$ cat config.mk
export PLATFORM = sky130hd
export DESIGN_NAME = pong_text_writer
export DESIGN_NICKNAME = d
export VERILOG_FILES = /design/src/rtl/pong_text_writer.sv
export SDC_FILE = /design/constraint.sdc
export NUM_CORES = 1
export LEC_CHECK = 0
export ABC_AREA = 1
export BUFFER_PORTS_ARGS = -buffer_cell sky130_fd_sc_hd__buf_4
export CORE_MARGIN = 1.5
export CORE_UTILIZATION = 55
export DETAILED_ROUTE_END_ITERATION = 7
export PLACE_DENSITY = 0.79
export SYNTH_ARGS = -nofsm -noshare
export SYNTH_HDL_FRONTEND = slang
export SYNTH_SLANG_ARGS = --single-unit
$ cat constraint.sdc
create_clock -name i_Clk -period 2.3 [get_ports i_Clk]
set_clock_uncertainty 0.05 [all_clocks]
set_input_delay 0.115 -clock i_Clk [delete_from_list [all_inputs] [get_ports i_Clk]]
set_output_delay 0.115 -clock i_Clk [all_outputs]
set_load 0.03 [all_outputs]
$ cat src/rtl/pong_text_writer.sv
// Command-driven text writer for the Pong score/status line: a small FSM fills an
// 8-bit character buffer. Optional double buffering via PONG_TEXT_DOUBLE_BUFFER_EN.
module pong_text_writer #(
  parameter int unsigned c_MAX_STR_LEN = 15,
  parameter int unsigned c_POS_WIDTH   = 4
) (
  input  logic                       i_Clk,
  input  logic                       i_Rst_n,
  input  logic                       i_Cmd_Valid,
  output logic                       o_Cmd_Ready,
  input  logic [1:0]                 i_Cmd,
  input  logic [c_POS_WIDTH-1:0]     i_Pos,
  input  logic [7:0]                 i_Char,
  input  logic [6:0]                 i_Value,
  input  logic                       i_Frame_Strobe,
  output logic [c_MAX_STR_LEN*8-1:0] o_DisplayStr,
  output logic                       o_Busy,
  output logic                       o_Done
);

  // One extra index bit so that pos+1 past the last cell cannot wrap onto cell 0.
  localparam int unsigned IDX_W = c_POS_WIDTH + 1;
  localparam int unsigned STR_W = c_MAX_STR_LEN * 8;

  localparam logic [7:0] SPACE     = 8'h20;
  localparam logic [7:0] ASCII_0   = 8'h30;
  localparam logic [6:0] SCORE_MAX = 7'd99;
  localparam logic [6:0] TEN       = 7'd10;
  localparam logic [6:0] TWENTY    = 7'd20;

  typedef enum logic [1:0] {
    OP_CLEAR     = 2'b00,
    OP_PUT_CHAR  = 2'b01,
    OP_PUT_SCORE = 2'b10,
    OP_RSVD      = 2'b11
  } op_e;

  typedef enum logic [2:0] {
    S_IDLE,
    S_CLEAR,
    S_DIV,
    S_WR_TENS,
    S_WR_ONES,
    S_DONE
  } state_e;

  state_e             state_q, state_n;
  op_e                op_q;
  logic [IDX_W-1:0]   pos_q;
  logic [IDX_W-1:0]   clr_idx_q;
  logic [7:0]         char_q;
  logic [6:0]         rem_q;
  logic [3:0]         tens_q;
  logic [STR_W-1:0]   back_q;

  logic               accept_c;
  logic [6:0]         sat_value_c;
  logic               wr_en_c;
  logic [IDX_W-1:0]   wr_idx_c;
  logic [7:0]         wr_data_c;

  assign accept_c    = i_Cmd_Valid & o_Cmd_Ready;
  assign sat_value_c = (i_Value > SCORE_MAX) ? SCORE_MAX : i_Value;

  // State register
  always_ff @(posedge i_Clk or negedge i_Rst_n) begin
    if (!i_Rst_n) begin
      state_q <= S_IDLE;
    end else begin
      state_q <= state_n;
    end
  end

  // Next state and buffer write port
  always_comb begin
    state_n   = state_q;
    wr_en_c   = 1'b0;
    wr_idx_c  = '0;
    wr_data_c = '0;
    unique case (state_q)
      S_IDLE: begin
        if (accept_c) begin
          case (op_e'(i_Cmd))
            OP_CLEAR:     state_n = S_CLEAR;
            OP_PUT_CHAR:  state_n = S_WR_TENS;
            OP_PUT_SCORE: state_n = (sat_value_c >= TEN) ? S_DIV : S_WR_TENS;
            default:      state_n = S_DONE;
          endcase
        end
      end
      S_CLEAR: begin
        wr_en_c   = 1'b1;
        wr_idx_c  = clr_idx_q;
        wr_data_c = SPACE;
        if (clr_idx_q == IDX_W'(c_MAX_STR_LEN - 1)) begin
          state_n = S_DONE;
        end
      end
      S_DIV: begin
        // Leave once this subtraction brings the remainder below ten.
        if (rem_q < TWENTY) begin
          state_n = S_WR_TENS;
        end
      end
      S_WR_TENS: begin
        wr_en_c   = 1'b1;
        wr_idx_c  = pos_q;
        wr_data_c = (op_q == OP_PUT_CHAR) ? char_q : ASCII_0 + 8'(tens_q);
        state_n   = (op_q == OP_PUT_CHAR) ? S_DONE : S_WR_ONES;
      end
      S_WR_ONES: begin
        wr_en_c   = 1'b1;
        wr_idx_c  = pos_q + IDX_W'(1);
        wr_data_c = ASCII_0 + 8'(rem_q);
        state_n   = S_DONE;
      end
      S_DONE: begin
        state_n = S_IDLE;
      end
      default: begin
        state_n = S_IDLE;
      end
    endcase
  end

  // Captured command fields and divide/clear working registers
  always_ff @(posedge i_Clk or negedge i_Rst_n) begin
    if (!i_Rst_n) begin
      op_q      <= OP_CLEAR;
      pos_q     <= '0;
      char_q    <= '0;
      rem_q     <= '0;
      tens_q    <= '0;
      clr_idx_q <= '0;
    end else if (accept_c) begin
      op_q      <= op_e'(i_Cmd);
      pos_q     <= {1'b0, i_Pos};
      char_q    <= i_Char;
      rem_q     <= sat_value_c;
      tens_q    <= '0;
      clr_idx_q <= '0;
    end else begin
      if (state_q == S_DIV) begin
        rem_q  <= rem_q - TEN;
        tens_q <= tens_q + 4'd1;
      end
      if (state_q == S_CLEAR) begin
        clr_idx_q <= clr_idx_q + IDX_W'(1);
      end
    end
  end

  // Back buffer; an index beyond the last cell matches no cell, so the write is dropped.
  always_ff @(posedge i_Clk or negedge i_Rst_n) begin
    if (!i_Rst_n) begin
      back_q <= {c_MAX_STR_LEN{SPACE}};
    end else begin
      for (int k = 0; k < c_MAX_STR_LEN; k++) begin
        if (wr_en_c && (wr_idx_c == IDX_W'(k))) begin
          back_q[k*8 +: 8] <= wr_data_c;
        end
      end
    end
  end

  // Handshake/status flags track the state being entered
  always_ff @(posedge i_Clk or negedge i_Rst_n) begin
    if (!i_Rst_n) begin
      o_Cmd_Ready <= 1'b1;
      o_Busy      <= 1'b0;
      o_Done      <= 1'b0;
    end else begin
      o_Cmd_Ready <= (state_n == S_IDLE);
      o_Busy      <= (state_n != S_IDLE);
      o_Done      <= (state_n == S_DONE);
    end
  end

`ifdef PONG_TEXT_DOUBLE_BUFFER_EN
  logic [STR_W-1:0] front_q;
  logic             pending_q;
  logic             pending_c;

  assign pending_c = pending_q | i_Frame_Strobe;

  // Publish only between commands so a half-written update is never shown.
  always_ff @(posedge i_Clk or negedge i_Rst_n) begin
    if (!i_Rst_n) begin
      front_q   <= {c_MAX_STR_LEN{SPACE}};
      pending_q <= 1'b0;
    end else if (pending_c && (state_q == S_IDLE)) begin
      front_q   <= back_q;
      pending_q <= 1'b0;
    end else if (i_Frame_Strobe) begin
      pending_q <= 1'b1;
    end
  end

  assign o_DisplayStr = front_q;
`else
  logic unused_frame_strobe;
  assign unused_frame_strobe = i_Frame_Strobe;
  assign o_DisplayStr        = back_q;
`endif

endmodule

Word level (Yosys, flattened, before mapping)
Cells that the tools add are included.
- mux-type cells: 18
- magnitude comparators: 3
- equality and inequality tests: 23
- $add $sub $neg: 6
- reduce and logical (&&, ||, !) cells: 23
- bitwise gates (word level): 1
- operator list (operator ; number):
    5-bit by 4-bit == test with 1-bit output, second input constant ; 8
    8-bit case mux with 3 select lines ; 1
    7-bit 2-to-1 mux ; 3
    5-bit by 3-bit == test with 1-bit output, second input constant ; 4
    1-bit logical AND ; 15
    3-bit case mux with 5 select lines ; 1
    5-bit case mux with 3 select lines ; 1
    5-bit by 2-bit == test with 1-bit output, second input constant ; 2
    5-bit 2-to-1 mux ; 2
    3-bit 2-to-1 mux ; 3
    3-bit case mux with 3 select lines ; 1
    6-bit by 7-bit adder with 8-bit output, first input constant ; 1
    4-bit 2-to-1 mux ; 2
    8-bit 2-to-1 mux ; 1
    6-bit by 4-bit adder with 7-bit output, first input constant ; 1
    7-bit by 4-bit greater-or-equal comparator with 1-bit output, second input constant ; 1
    7-bit > comparator, second input constant ; 1
    7-bit by 5-bit less-than comparator with 1-bit output, second input constant ; 1
    7-bit by 4-bit subtractor with 7-bit output, second input constant ; 1
    3-bit by 2-bit == test with 1-bit output, second input constant ; 2
    3-bit == test, second input constant ; 2
    3-bit logical NOT ; 2
    4-bit by 1-bit adder with 5-bit output, second input constant ; 1
    5-bit by 1-bit adder with 5-bit output, second input constant ; 1
    other kinds (12) ; 16
- word-level logic and storage cells: 99
- bits in registers: 156

Logic depth before layout (Yosys ltp)
Gate-level depths: netlist of the first run.
- word-level depth: 8
- depth in mapped cells: 11
- gate-level depth less buffers: 10

Worst setup path after synthesis of the first run
No wires, ideal clock.
- path type: register to register
- from: reg pos_q[0]
- to: reg back_q[32] (netlist: o_DisplayStr[32])
- period minus slack after synthesis: 1.769 ns
- slack: 0.531 ns
- cell stages (with the launch flop): 9
- buffers on the path: 1
- library setup time: 0.118 ns
- data required time: 2.132 ns
- arrival time: 1.601 ns
- cell sequence: dfrtp_1 ha_1 nand3_1 nand3_2 nor2_1 buf_2 nand3_1 nand2_1 nand2_1
- longest elaborated chain between the ends: 4
- ends and longest elaborated chain (what ; RTL line ; text):
    start: declaration ; 49 ; logic [IDX_W-1:0] pos_q;
    start signal: assignment ; 137 ; pos_q <= {1'b0, i_Pos};
    4-bit by 1-bit adder with 5-bit output ; 113 ; wr_idx_c = pos_q + IDX_W'(1);
    5-bit case mux with 3 select lines * ; 80 ; unique case (state_q)
    5-bit by 3-bit == test with 1-bit output * ; 159 ; if (wr_en_c && (wr_idx_c == IDX_W'(k))) begin
    1-bit logical AND * ; 159 ;
    end signal: assignment ; 156 ; back_q <= {c_MAX_STR_LEN{SPACE}};
    end signal: indexed assignment ; 160 ; back_q[k*8 +: 8] <= wr_data_c;
    end: declaration ; 54 ; logic [STR_W-1:0] back_q;
Mark *: on every way between the ends. The rest lies on a longest branch, timed or not.
A chain may end at the register's enable or synchronous reset.

Worst setup path after layout of the first run
- from: reg pos_q[0]
- to: reg back_q[7] (netlist: o_DisplayStr[7])
- longest elaborated chain between the ends: 4
- ends and longest elaborated chain (what ; RTL line):
    4-bit by 1-bit adder with 5-bit output ; 113
    5-bit case mux with 3 select lines * ; 80
    5-bit logical NOT * ; 159
    1-bit logical AND * ; 159
Marked as above.

==> impl_metrics.csv, run 1 <==
group,metric,value,unit
outcome,status,"finished clean",
worst_setup_path,crit_type,"flip-flop to flip-flop",
timing,totalNegativeSetupSlack,0,ns
timing,finalSetupViolCount,0,
timing,worst_slew_pin_slew,0.632,ns
global_routing,grt_overflow_total,0,
route,drt_iter0_markers,529,
timing,rsz0062_at_grt,"false",
placement,io_buffers,146,
synth,syn_nets,916,
synth,synth.yosys.seq_area_share,0.528,
synth,synth-main-ff-cell,"dfrtp_1",
timing,hold_viol,0,
route,drc,0,
clock_tree,insertion_delay,0.43,ns
synth,syn_inst,880,
worst_hold_path,hold_class,"input port to flip-flop",
clock_tree,cts_buffers,17,
synth,synthArstFlopShare,1.00,
placement,hpwlAfterDp,13.2,mm
layout,instances_no_fill,1255,
route,ant_nets,0,
synth,ys_top_cells_by_count,"nand2_1 (338), dfrtp_1 (140), inv_1 (89), o21bai_1 (49), nand4_1 (47)",
die,num_io_pins,148,
worst_setup_path,worstPathRequired,2.56,ns
route,vias_per_cell,5.34,
placement,dp.cells,1201,
route,routed_wl,20.0,mm
die,die_w,119,um
layout,nNetsFinal,1103,
die,die_h,119,um
synth,synthDistinctLibCells,36,
die,dieArea,0.0142,mm2
flow_run,max_cap_viol_count,0,
global_routing,grt_pass1_wl,32.2,mm
route,first_pass_iters,7,
route,vias,6705,
pwr,p_leak,5.24,nW
timing,fin_crit_sh,0.920,
worst_setup_path,cp_max_fo,8,
clock_tree,cts-htree-levels,4,
synth,synthesis.area,0.00744,mm2
clock_tree,clk_pin_slew_worst_paths,0.06,ns
clock_tree,cts_tree,"built",
synth,synth_area_leaders,"dfrtp_1 (47%), nand2_1 (17%), dfstp_2 (5.7%), o21bai_1 (4.9%), inv_1 (4.5%)",
layout,layout-drive-gt1-share,0.248,
timing,relSlewSlack,0.579,
worst_setup_path,startpoint_type,"flip-flop",
clock_tree,clk_path_buf_depth,2,
global_routing,grt_max_degree,68,
synth,synth.avg_cell_area,8.45,um2
clock_tree,numClockSinks,156,
synth,synth_top_area_frac,0.471,
route,wl_per_cell,15.9,um
synth,synth_most_common_cell,"nand2_1",
pwr,ir_drop,719,uV
worst_setup_path,cp-end-kind,"flip-flop",
placement,gp_congestion,0.887,
die,row_count,42,
timing,finalMaxSlewViolations,0,
global_routing,grt_usage,0.290,
synth,yosysWarnings,0,
die,start_util,0.562,
pwr,power_density,1240,mW/mm2
timing,period_needed,2.12,ns
worst_setup_path,cp.arrival,2.38,ns
synth,synth-edff-count,0,
global_routing,antenna_found_initial,0,
layout,post-route-cell-area,0.00971,mm2
die,core_area,0.0132,mm2
clock_tree,root_buffer,"clkbuf_16",
global_routing,grt_pass1_vias,6349,
timing,max_clock_freq,473,MHz
placement,place_area,0.00888,mm2
synth,yosysTopAreaCell,"dfrtp_1",
layout,diodes,0,
layout,area_delta_synth_final,30.5,%
synth,ys_ff_latch,156,
cells in the final DEF (no fill, tap or decap), types with 10 or more instances in the layout:
cell,instances
a21oi_1,13
buf_4,178
clkbuf_16,17
dfrtp_1,140
dfstp_2,16
dlygate4sd3_1,20
ha_1,11
inv_1,89
nand2_1,338
nand3_1,30
nand4_1,47
nor2_1,15
nor2_2,10
nor3_1,10
o21ai_0,25
o21bai_1,49
kinds of logic after synthesis:
kind of cell	count (synthesis)	share of synthesized area
buffers and inverters	129	0.0718
AO/OA/AOI/OAI	105	0.0908
adder cells (fa/ha/maj)	11	0.0185
flip-flops	156	0.528
AND/OR/NAND/NOR	477	0.289
XOR/XNOR	2	0.00236
cell type report:
cell class                      count  area [um2]
Multi-Input combinational cell    595        3010
Inverter                           94         353
Clock buffer                       24         482
Clock inverter                      7        88.8
Sequential cell                   156        3920
Fill cell                         998        3530
Timing Repair Buffer              203        1630
Tap cell                          176         220
power by group:
| part | switching (mW) | internal [mW] | total (mW) |
|---|---|---|---|
| logic | 3.51 | 1.70 | 5.21 |
| registers | 0.550 | 3.54 | 4.09 |
| clock network | 1.06 | 1.67 | 2.73 |
routing by layer:
layer,up-vias,global-route usage,wire [um]
met5,-,0,0
met4,0,0.112,534
met3,54,0.0546,1110
met2,260,0.475,9690
met1,3185,0.384,8650
li1,3206,-,-
through the flow:
step           utilization  total power, mW  setup slack (ns)  hold slack, ns
3_3_place_gp         0.671             9.05             0.192           0.105
4_1_cts              0.729             12.0            0.0763          0.0130
2_1_floorplan            -             7.27             0.531          -0.231
5_1_grt              0.733             12.7            0.0228          0.0377
6_report             0.733             12.0             0.184          0.0309
3_5_place_dp         0.671             9.16             0.109           0.113
path summary, 6_finish.rpt:
| path | to | startpoint | cells after the start | slack [ns] |
|---|---|---|---|---|
| min in group asynchronous | rem_q[3]$_DFFE_PN0P_ | i_Rst_n | 2 | 0.20 |
| max in group asynchronous | o_DisplayStr[85]$_DFFE_PN1P_ | i_Rst_n | 3 | 1.26 |
| worst max register to register | o_DisplayStr[7]$_DFFE_PN0P_ | pos_q[0]$_DFFE_PN0P_ | 10 | 0.18 |
| worst min-delay path | rem_q[2]$_DFFE_PN0P_ | i_Value[2] | 3 | 0.03 |
| worst max-delay path | o_DisplayStr[7]$_DFFE_PN0P_ | pos_q[0]$_DFFE_PN0P_ | 10 | 0.18 |
| worst min register to register | o_DisplayStr[53]$_DFFE_PN1P_ | o_DisplayStr[53]$_DFFE_PN1P_ | 2 | 0.42 |
registers in the layout (all words and copies together), names as in the netlist, 2 cells and up:
name / count
char_q: 8
o_DisplayStr: 120
rem_q: 7
clr_idx_q: 5
state_q: 3
op_q: 2
tens_q: 4
pos_q: 4
critical path, stage by stage, from the launching register on:
cell	delay (ns)
dfrtp_1	0.43
ha_1	0.26
inv_1	0.06
nand2_1	0.05
nand2_1	0.05
nor2_1	0.06
nor2_4	0.20
nand3_1	0.29
buf_4	0.27
o21bai_1	0.20
nand2_1	0.08
what timing repair did:
item / in CTS / in global routing
setup buffers: 0 / 3
setup endpoints to repair: 0 / 37
hold buffers: 20 / 0
endpoints found under the hold margin: 79 / 0
gates resized for setup: 0 / 5
(Power assumes the default switching activity.)
==> run 2, diff against run 1 <==
clock period = 2 ns   (was 2.3 ns; I/O delays follow)
==> impl_metrics.csv, run 2 (synthesis results as in run 1) <==
group,metric,value,unit
timing,fin_crit_sh,0.988,
clock_tree,root_buffer,"clkbuf_16",
worst_setup_path,cp_common_cell,"nand2_8",
worst_hold_path,hold_class,"input port to flip-flop",
layout,final_common_cell,"nand2_1",
worst_setup_path,slowest_delay,0.42,ns
pwr,ir_drop,719,uV
layout,largest_reg_flops,120,
worst_setup_path,worstPathRequired,2.26,ns
placement,gp_congestion,0.865,
clock_tree,cts_buffers,17,
worst_setup_path,crit_family,"simple AND/OR/NAND/NOR gates",
route,vias,6824,
timing,finalSetupViolCount,0,
die,die_h,119,um
route,ant_nets,0,
global_routing,grt_overflow_total,0,
die,die_w,119,um
placement,dp.cells,1208,
placement,hpwlAfterDp,13.3,mm
timing,hold_viol,0,
clock_tree,numClockSinks,156,
layout,instances_no_fill,1265,
die,core_area,0.0132,mm2
layout,n_fill_cell,944,
global_routing,grt_max_degree,66,
clock_tree,clk_pin_slew_worst_paths,0.06,ns
pwr,p_leak,5.34,nW
clock_tree,insertion_delay,0.44,ns
die,start_util,0.562,
global_routing,antenna_found_initial,0,
outcome,status,"finished clean",
route,drt_iter0_markers,588,
layout,multi_input_area,0.00316,mm2
route,first_pass_iters,5,
global_routing,grt_pass1_wl,33.2,mm
worst_setup_path,r2r_setup_slack,0.02,ns
worst_setup_path,cp_max_fo,13,
route,vias_per_cell,5.39,
placement,place_ws,-0.0401,ns
timing,relSlewSlack,0.731,
global_routing,grt_pass1_vias,6544,
timing,rsz0062_at_grt,"true",
worst_setup_path,cp-end-kind,"flip-flop",
die,row_count,42,
route,wl_per_cell,16.4,um
layout,seqCellArea,0.00393,mm2
die,dieArea,0.0142,mm2
clock_tree,cts-htree-levels,4,
layout,layout_common_cells,"nand2_1 (337), buf_4 (177), dfrtp_1 (139)",
worst_setup_path,cp.arrival,2.23,ns
worst_setup_path,crit_chain,"nor2_2 -> nand2_2 -> inv_2 -> nand3_2 -> nand2_8 -> nand2_8 -> buf_4 -> o21bai_1 -> nand2_1",
timing,setup_slack,0.0247,ns
timing,hold-worst-slack,0.00145,ns
pwr,power_density,1440,mW/mm2
die,num_io_pins,148,
worst_setup_path,crit_buf_inv,2,
route,drc,0,
global_routing,grt_usage,0.300,
worst_setup_path,crit_type,"flip-flop to flip-flop",
placement,io_buffers,146,
placement,place_area,0.00901,mm2
timing,max_clock_freq,506,MHz
layout,nNetsFinal,1113,
flow_run,max_cap_viol_count,0,
layout,post-route-cell-area,0.0101,mm2
timing,finalMaxSlewViolations,0,
layout,area_delta_synth_final,35.2,%
worst_setup_path,cp_slowest_cell,"dfrtp_1",
layout,diodes,0,
clock_tree,cts_tree,"built",
worst_setup_path,startpoint_type,"flip-flop",
clock_tree,clk_path_buf_depth,2,
timing,worst_slew_pin_slew,0.404,ns
layout,layout-drive-gt1-share,0.274,
timing,period_needed,1.98,ns
route,routed_wl,20.7,mm
==> run 2: timing repair <==
action	in CTS	in global routing
setup buffers	1	5
gates resized for setup	4	37
hold buffers	20	0
endpoints found under the hold margin	163	0
pin swaps	1	8
endpoints found under the setup margin	29	119
==> run 2: through the flow <==
step                      setup TNS (ns)  power (mW)  utilization
final                                  0        14.5        0.759
after global routing               -1.15        15.3        0.759
after CTS                              0        14.1        0.743
after detailed placement          -0.175        10.7        0.680
after global placement                 0        10.6        0.680
after floorplan                        0        8.36            -
==> run 2: final timing paths <==
| check | depth (start not counted) | start | to |
|---|---|---|---|
| worst max-delay path | 9 | state_q[0]$_DFF_PN0_ | o_DisplayStr[118]$_DFFE_PN0P_ |
| min in group asynchronous | 2 | i_Rst_n | tens_q[1]$_DFFE_PN0P_ |
| worst min register to register | 2 | o_DisplayStr[37]$_DFFE_PN1P_ | o_DisplayStr[37]$_DFFE_PN1P_ |
| worst max register to register | 9 | state_q[0]$_DFF_PN0_ | o_DisplayStr[118]$_DFFE_PN0P_ |
| worst min-delay path | 3 | i_Value[2] | rem_q[2]$_DFFE_PN0P_ |
| max in group asynchronous | 3 | i_Rst_n | o_DisplayStr[117]$_DFFE_PN1P_ |
==> run 2: cell type report <==
type / instances / share of cell area
sequential: 156 / 0.390
clock buffer: 19 / 0.0450
inverter: 94 / 0.0353
timing repair buffer: 213 / 0.179
multi-input combinational: 595 / 0.314
clock inverter: 12 / 0.0144
tap: 176 / 0.0219
==> run 2: metal layers <==
layer | routed length [um] | global-route usage
met1 | 8720 | 0.396
met2 | 10100 | 0.486
met3 | 1370 | 0.0647
met4 | 595 | 0.116
met5 | 0 | 0
==> run 2: power by group <==
part / switching [mW] / leakage (nW) / internal (mW)
clock: 1.30 / 0.299 / 2.01
sequential: 0.608 / 2.07 / 4.07
combinational: 4.27 / 2.97 / 2.24
==> run 2: worst min-delay path, cell delays in order <==
cell	delay, ns
buf_4	0.12
a21oi_1	0.15
a211oi_1	0.07
